File: config.mk
export PLATFORM = sky130hd
export DESIGN_NAME = mem_arbiter
export DESIGN_NICKNAME = d
export VERILOG_FILES = /design/src/rtl/riscv_pkg.sv /design/src/rtl/mem_arbiter.sv
export SDC_FILE = /design/constraint.sdc
export NUM_CORES = 1
export LEC_CHECK = 0
export ABC_AREA = 1
export CAP_MARGIN = 20
export CORE_AREA = 3 3 107 109
export CTS_BUF_LIST = sky130_fd_sc_hd__clkbuf_16
export DETAILED_ROUTE_END_ITERATION = 10
export DIE_AREA = 0 0 110 112
export DONT_BUFFER_PORTS = 1
export GPL_TIMING_DRIVEN = 0
export MAX_ROUTING_LAYER = met4
export PLACE_DENSITY_LB_ADDON = 0.1
export SYNTH_ARGS = -nofsm -noshare
export SYNTH_HDL_FRONTEND = slang
export SYNTH_SLANG_ARGS = --single-unit
export TNS_END_PERCENT = 5
File: constraint.sdc
create_clock -name clk_i -period 2.04 [get_ports clk_i]
set_input_delay 0.408 -clock clk_i [delete_from_list [all_inputs] [get_ports clk_i]]
set_output_delay 0.408 -clock clk_i [all_outputs]
set_load 0.005 [all_outputs]
File: src/rtl/riscv_pkg.sv
// Shared types for the core's memory-side blocks: requester ownership, arbiter
// states and the latched bus command.
package riscv_pkg;

    localparam int XLEN = 32;

    typedef enum logic [1:0] {
        OWN_NONE = 2'd0,
        OWN_IF   = 2'd1,
        OWN_DM   = 2'd2
    } owner_e;

    typedef enum logic [1:0] {
        ARB_IDLE = 2'd0,
        ARB_REQ  = 2'd1,
        ARB_WAIT = 2'd2
    } arb_state_e;

    typedef struct packed {
        logic            we;
        logic [3:0]      be;
        logic [XLEN-1:0] addr;
        logic [XLEN-1:0] wdata;
    } mem_cmd_t;

endpackage

File: src/rtl/mem_arbiter.sv
// Shares one instruction/data memory bus between fetch (IF) and memory (DM) stages.
// Grant in the arbitration cycle, bus_req_o the cycle after, response routed with 0-cycle latency.
// One transaction outstanding; losers are held via gnt low and their stall output high.
module mem_arbiter
    import riscv_pkg::*;
#(
    parameter int unsigned STARVE_MAX = 4
) (
    input  logic            clk_i,
    input  logic            rstn_i,

    input  logic            if_req_i,
    input  logic [XLEN-1:0] if_addr_i,
    input  logic            if_kill_i,
    output logic            if_gnt_o,
    output logic            if_rvalid_o,
    output logic [XLEN-1:0] if_rdata_o,

    input  logic            dm_req_i,
    input  logic            dm_we_i,
    input  logic [3:0]      dm_be_i,
    input  logic [XLEN-1:0] dm_addr_i,
    input  logic [XLEN-1:0] dm_wdata_i,
    output logic            dm_gnt_o,
    output logic            dm_rvalid_o,
    output logic [XLEN-1:0] dm_rdata_o,

    output logic            bus_req_o,
    output logic            bus_we_o,
    output logic [3:0]      bus_be_o,
    output logic [XLEN-1:0] bus_addr_o,
    output logic [XLEN-1:0] bus_wdata_o,
    input  logic            bus_gnt_i,
    input  logic            bus_rvalid_i,
    input  logic [XLEN-1:0] bus_rdata_i,

    output logic            if_stall_o,
    output logic            dm_stall_o,
    output logic            busy_o
);

    localparam int unsigned     CW        = $clog2(STARVE_MAX + 1);
    localparam logic [CW-1:0]   STARVE_LIM = CW'(STARVE_MAX);

    arb_state_e    state_q, state_d;
    owner_e        owner_q, owner_d;
    mem_cmd_t      cmd_q,   cmd_d;
    logic [CW-1:0] starve_q, starve_d;
    logic          drop_q,  drop_d;

    logic arb_en;
    logic if_win;
    logic dm_win;
    logic resp_vld;
    logic drop_now;

    // Arbitration opens in IDLE and on the response cycle, so a waiting request
    // turns around onto the bus without an idle bubble.
    always_comb begin
        arb_en   = (state_q == ARB_IDLE) || ((state_q == ARB_WAIT) && bus_rvalid_i);
        if_win   = arb_en && if_req_i && !if_kill_i &&
                   (!dm_req_i || (starve_q == STARVE_LIM));
        dm_win   = arb_en && dm_req_i && !if_win;
        resp_vld = (state_q == ARB_WAIT) && bus_rvalid_i;
        drop_now = drop_q || (if_kill_i && (owner_q == OWN_IF));
    end

    always_ff @(posedge clk_i or negedge rstn_i) begin
        if (!rstn_i) begin
            state_q  <= ARB_IDLE;
            owner_q  <= OWN_NONE;
            cmd_q    <= '0;
            starve_q <= '0;
            drop_q   <= 1'b0;
        end else begin
            state_q  <= state_d;
            owner_q  <= owner_d;
            cmd_q    <= cmd_d;
            starve_q <= starve_d;
            drop_q   <= drop_d;
        end
    end

    always_comb begin
        state_d = state_q;
        case (state_q)
            ARB_IDLE: begin
                if (if_win || dm_win) state_d = ARB_REQ;
            end
            ARB_REQ: begin
                if (bus_gnt_i) state_d = ARB_WAIT;
            end
            ARB_WAIT: begin
                if (bus_rvalid_i) state_d = (if_win || dm_win) ? ARB_REQ : ARB_IDLE;
            end
            default: state_d = ARB_IDLE;
        endcase
    end

    always_comb begin
        owner_d  = owner_q;
        cmd_d    = cmd_q;
        drop_d   = drop_q;
        starve_d = starve_q;

        if (arb_en) begin
            drop_d = 1'b0;
            if (if_win) begin
                owner_d     = OWN_IF;
                cmd_d.we    = 1'b0;
                cmd_d.be    = 4'hF;
                cmd_d.addr  = if_addr_i;
                cmd_d.wdata = '0;
            end else if (dm_win) begin
                owner_d     = OWN_DM;
                cmd_d.we    = dm_we_i;
                cmd_d.be    = dm_be_i;
                cmd_d.addr  = dm_addr_i;
                cmd_d.wdata = dm_wdata_i;
            end else begin
                owner_d     = OWN_NONE;
            end
        end else if (if_kill_i && (owner_q == OWN_IF)) begin
            drop_d = 1'b1;
        end

        // Only counts DM wins that actually kept a live IF request waiting.
        if (!if_req_i || if_win) begin
            starve_d = '0;
        end else if (dm_win && (starve_q != STARVE_LIM)) begin
            starve_d = starve_q + CW'(1);
        end
    end

    always_comb begin
        if_gnt_o    = if_win;
        dm_gnt_o    = dm_win;
        if_rvalid_o = resp_vld && (owner_q == OWN_IF) && !drop_now;
        dm_rvalid_o = resp_vld && (owner_q == OWN_DM);
        if_rdata_o  = if_rvalid_o ? bus_rdata_i : '0;
        dm_rdata_o  = dm_rvalid_o ? bus_rdata_i : '0;

        bus_req_o   = (state_q == ARB_REQ);
        bus_we_o    = cmd_q.we;
        bus_be_o    = cmd_q.be;
        bus_addr_o  = cmd_q.addr;
        bus_wdata_o = cmd_q.wdata;

        // A killed fetch no longer waits on its response.
        if_stall_o  = (if_req_i && !if_win) ||
                      ((owner_q == OWN_IF) && !if_rvalid_o && !drop_now);
        dm_stall_o  = (dm_req_i && !dm_win) ||
                      ((owner_q == OWN_DM) && !dm_rvalid_o);
        busy_o      = (state_q != ARB_IDLE);
    end

endmodule
# ---- Word level (Yosys, flattened, before mapping)
# Cells that the tools add are included.
dict set report totals {
  regBits 77
  in_bits 140
  elab_cells 71
}
dict set report classes {
  addsub 1
  n_eq_ne 9
  muxes 15
  n_reduce_logical 38
}
# cell count
set ops {}
lappend ops {{69-bit two-way mux} 2}
lappend ops {{32-bit two-way mux} 2}
lappend ops {{1-bit logical AND} 16}
lappend ops {{2-bit two-way mux} 5}
lappend ops {{1-bit zero test} 8}
lappend ops {{2-bit nonzero test} 4}
lappend ops {{1-bit logical OR} 7}
lappend ops {{3-bit two-way mux} 2}
lappend ops {{2-bit one-hot mux with 3 select lines} 1}
lappend ops {{2-bit by 1-bit equality test with 1-bit output, second input constant} 2}
lappend ops {{2-bit equality test, second input constant} 2}
lappend ops {{2-bit by 1-bit inequality test with 1-bit output, second input constant} 2}
lappend ops {{3-bit by 1-bit adder with 3-bit output, second input constant} 1}
lappend ops {{3-bit equality test, second input constant} 1}
lappend ops {{1-bit two-way mux} 3}
lappend ops {{3-bit inequality test, second input constant} 1}
lappend ops {{3-bit AND reduction} 1}
lappend ops {{2-bit zero test} 1}
lappend ops {{2-bit inequality test, second input constant} 1}
lappend ops {{2-bit AND reduction} 1}

# ---- Logic depth before layout (Yosys ltp)
dict set report depth {
  depth_word 12
  depth_mapped 11
  ltp_nobuf 10
}

# ---- Worst setup path before layout
# OpenSTA, ideal clock, no wires.
dict set report synth_path {
  kind {register to output}
  from {register starve_q[0]}
  to {output if_stall_o}
  arrival_ps 1344
  t_required_ps 1632
  slack_ps 288
  path_stages_with_launch 11
  path_buffers 1
  cell_sequence {dfrtp_1 > inv_1 > ha_1 > nand2_1 > nand2_1 > nand2_2 > inv_2 > nand2_2 > buf_2 > nand2_1 > o21ai_0}
}
dict set report synth_via {
  elab_chain_cells 6
}
# element line
set synth_rtl {}
lappend synth_rtl {{start: declaration} mem_arbiter.sv:48} ;# logic [CW-1:0] starve_q, starve_d;
lappend synth_rtl {{start signal: assignment} mem_arbiter.sv:79} ;# starve_q <= starve_d;
lappend synth_rtl {{3-bit equality test} mem_arbiter.sv:62} ;# (!dm_req_i || (starve_q == STARVE_LIM));
lappend synth_rtl {{1-bit logical OR} mem_arbiter.sv:62}
lappend synth_rtl {{1-bit logical AND} mem_arbiter.sv:61} ;# if_win = arb_en && if_req_i && !if_kill_i &&
lappend synth_rtl {{1-bit zero test} mem_arbiter.sv:150} ;# if_stall_o = (if_req_i && !if_win) ||
lappend synth_rtl {{1-bit logical AND} mem_arbiter.sv:150}
lappend synth_rtl {{1-bit logical OR} mem_arbiter.sv:150}
lappend synth_rtl {{end: declaration} mem_arbiter.sv:37} ;# output logic if_stall_o,
# No other way between the ends.

# ---- Worst setup path in the final report
dict set report layout_path {
  from {register starve_q[0]}
  to {output dm_gnt_o}
}
dict set report layout_via {
  elab_chain_cells 5
}
# element line
set layout_rtl {}
lappend layout_rtl {{3-bit equality test} mem_arbiter.sv:62}
lappend layout_rtl {{1-bit logical OR} mem_arbiter.sv:62}
lappend layout_rtl {{1-bit logical AND} mem_arbiter.sv:61}
lappend layout_rtl {{1-bit zero test} mem_arbiter.sv:63} ;# dm_win = arb_en && dm_req_i && !if_win;
lappend layout_rtl {{1-bit logical AND} mem_arbiter.sv:63}
lappend layout_rtl {{end: declaration} mem_arbiter.sv:24} ;# output logic dm_gnt_o,
# No other way between the ends.

==> flow_summary.rst <==
.. list-table::
   :header-rows: 1

   * - Metric
     - Value
   * - Worst skew pair latency
     - 330 ps
   * - Number of enable flip-flop cells after synthesis
     - 0
   * - Final hold vios
     - 77
   * - Power Total
     - 0.00640 W
   * - Depth of the worst register-to-register path
     - 10
   * - Final-report max-slew violation count
     - 0
   * - Register bit total from synthesis
     - 77
   * - Number of cells in the finished layout apart from fillers
     - approximately 770
   * - Placement Rows
     - 38
   * - Die boundary height
     - between 100 and 150 µm
   * - Largest fanout on the critical path
     - 5
   * - Final period demand of the worst path
     - 2000 ps
   * - Gate Count Post-Synth
     - 601
   * - Crit path capture type
     - primary output
   * - Portion of synthesized cell area occupied by the leading cell type
     - approximately 47%
   * - Total gr overflow
     - 0
   * - DRT antenna net count
     - 0
   * - Setup repair after global routing missed its margin
     - yes
   * - Count of antenna diodes in the layout
     - 0
   * - Data arrival time at the worst-slack endpoint
     - between 1500 and 2000 ps
   * - Placeable core area
     - 0.0107 mm²
   * - Measured slew at the worst slew-check pin
     - 465 ps
   * - Worst min-delay path class
     - in -> async
   * - Wire length of the first global-routing pass
     - 18.4 mm
   * - Source of the worst register-to-register timing path
     - starve_q[0]
   * - Number of warnings issued by yosys
     - 0
   * - Failing checks
     - negative hold slack
   * - Area enclosed by the die boundary
     - 0.0123 mm²
   * - Status
     - complete, but fails checks
   * - Fill cell total of the finished layout
     - 1129
   * - Worst reg2reg endpoint
     - bus_addr_o[12]
   * - DRT Pass-1 Iters
     - 4
   * - Total standard cell area after synthesis
     - 0.00410 mm²
   * - Total detailed-routing wirelength
     - roughly 13 mm
   * - Port buffer count
     - 0
   * - Final period util
     - 98.0%
   * - Per-cell routed wire length
     - between 15 and 20 µm
   * - Die boundary width
     - 110 µm
   * - Worst Setup Slack, final
     - 41.1 ps
   * - CTS tree
     - built
   * - Worst setup startpoint
     - starve_q[0]
   * - Initial detailed-routing violation count
     - 161
   * - Detailed-route DRC error count
     - 0
   * - Number of global-route vias before repair
     - ~3400
   * - Required time of the critical path
     - approximately 1600 ps
   * - Post-Place Setup Slack
     - -129 ps
   * - Clock Pin Slew Worst Setup and Hold Paths
     - 70 ps
   * - Cell type with the largest total area after synthesis
     - dfrtp_1
   * - Power Dens Cells
     - 1320 mW/mm²
   * - Pin count of the biggest net entering global routing
     - 78
   * - Flip-flop cell with the highest count after synthesis
     - dfrtp_1
   * - Leakage power of the design
     - 2.87 nW
   * - CTS Root Cell
     - clkbuf_16
   * - CP startpoint kind
     - flop
   * - Register cell area after layout
     - 0.00193 mm²
   * - Area delta synth->final
     - 18.6%
   * - Number of antenna violations at the first check in global routing
     - 0
   * - Final clock skew
     - 7.48 ps
   * - Deepest level of the CTS H-tree
     - 3
   * - Number of placed instances, taps included
     - 741
   * - Setup Viol. Count Final
     - 0
   * - Buffer depth of the longest clock path
     - 2
   * - TritonCTS Buffers
     - 9
   * - VDD IR max
     - 0.541 mV
   * - Area of the multi-input gates
     - 0.00170 mm²
   * - Post-synth ARST share
     - between 90% and 100%
   * - Initial Utilization
     - 38.3%
   * - Hold Slack
     - -238 ps
   * - Mean number of vias per cell
     - between 4 and 5
   * - Proportion of layout cells with a drive suffix above 1
     - 15.8%
   * - Synth unique cells
     - 21
   * - Slew HR
     - 69.0%
   * - Maximum clock frequency
     - 0.500 GHz
   * - Overall track demand over capacity in global routing
     - 20.3%
   * - TritonCTS Sinks
     - 77
   * - Max-Cap Viols
     - 0
   * - Fraction of the yosys area taken by sequential cells
     - 47.0%
   * - Crit Path Category
     - reg -> out
   * - Count of boundary I/O pins
     - 281
   * - Post-layout net count
     - around 770
   * - Most repeated cell in the gate-level netlist after synthesis
     - nand2_1
   * - Vias
     - roughly 3700
   * - Main area contributors after synthesis
     - dfrtp_1, nand2_1, inv_1, nand3_1, nor2_1
   * - Average cell area after synthesis
     - around 6.8 µm²
   * - Synthesized net count
     - 743
   * - RePlAce Congestion
     - 0.829
   * - Minimum setup slack among reg-to-reg paths
     - 150 ps
   * - Commonest cells in the netlist
     - nand2_1, inv_1, nor2_1, dfrtp_1, nand3_1
   * - Half-perimeter wire length of the detailed placement result
     - 9.67 mm
-- power breakdown --
| part | internal, W | total, W | leakage (nW) | switching (W) |
|---|---|---|---|---|
| logic | 0.000689 | 0.00189 | 1.77 | 0.00120 |
| clock network | 0.000956 | 0.00161 | 0.149 | 0.000658 |
| registers | 0.00225 | 0.00290 | 0.957 | 0.000644 |
| total | 0.00390 | 0.00640 | 2.87 | 0.00250 |
-- cells in the final DEF (no fill, tap or decap), drive strengths merged --
cell	Yosys	layout
nand2	210	210
inv	115	118
nor2	85	85
dfrtp	77	77
nand3	70	70
buf	19	36
clkbuf	10	17
o21ai	5	5
nand4	2	2
o31ai	2	2
a21oi	2	2
ha	2	2
clkinv	0	2
xor2	1	1
nor3	1	1
clkinvlp	0	1
bufinv	0	1
-- worst max-delay path by stage --
| stage | cells after the start | endpoint |
|---|---|---|
| after global routing | 8 | dm_gnt_o |
| final | 8 | dm_gnt_o |
| after global placement | 10 | if_stall_o |
| after detailed placement | 10 | if_stall_o |
| after floorplan | 10 | if_stall_o |
| after CTS | 7 | if_rdata_o[6] |
-- flip-flops by register name (all words and copies together), names as in the netlist --
signal / flops
drop_q: 1
bus_be_o: 4
state_q: 2
bus_addr_o: 32
bus_we_o: 1
owner_q: 2
bus_wdata_o: 32
starve_q: 3
-- worst max-delay path, cell delays in order, from the launching register on --
cell	delay, ps
dfrtp_1	410
inv_2	50
ha_2	180
nand2_2	60
nand2_2	70
nand2_4	100
inv_6	60
nor2_4	180
buf_6	150
-- cells by family (layout without fill, tap and decap cells) --
| kind of cell | count (synthesis) | in the layout | synth area share (%) |
|---|---|---|---|
| AOI/OAI and AO/OA | 9 | 9 | 1.59 |
| buffers and inverters | 144 | 175 | 14.4 |
| adders and majority gates | 2 | 2 | 0.611 |
| and+or+nand+nor | 368 | 368 | 36.2 |
| xor gates and xnor gates | 1 | 1 | 0.214 |
| DFF | 77 | 77 | 47.0 |
-- stage by stage --
| step | setup TNS [ps] | area, µm² | util (%) |
|---|---|---|---|
| 2_1_floorplan | 0 | 4100 | - |
| 3_3_place_gp | -216 | 4270 | 39.9 |
| 3_5_place_dp | -290 | 4270 | 39.9 |
| 4_1_cts | 0 | 4770 | 44.6 |
| 5_1_grt | -272 | 4860 | 45.4 |
| 6_report | 0 | 4860 | 45.4 |
-- per-layer routing --
metal	share of wire (%)	vias up	track usage [%]
met5	0	-	-
met4	1.5	0	6.07
met3	9.6	15	6.61
met2	51	181	35.1
met1	37	1692	21.8
li1	-	1815	-
-- timing repair --
action	in CTS	in global routing
resized for setup	48	20
pin swaps	2	1
endpoints found under the hold margin	77	77
setup buffers	9	6
endpoints found under the setup margin	66	85
gates cloned	1	0
-- final cells by class --
cell class              count  area share (%)
flip-flops and latches     77            39.6
multi-input cells         380            35.0
inverters                 115            8.99
clock buffers               9            4.63
plain buffers              28            4.12
well taps                 140            3.60
repair buffers             16            2.42
clock inverters             7            1.54
Power figures use the tool's default switching activity.
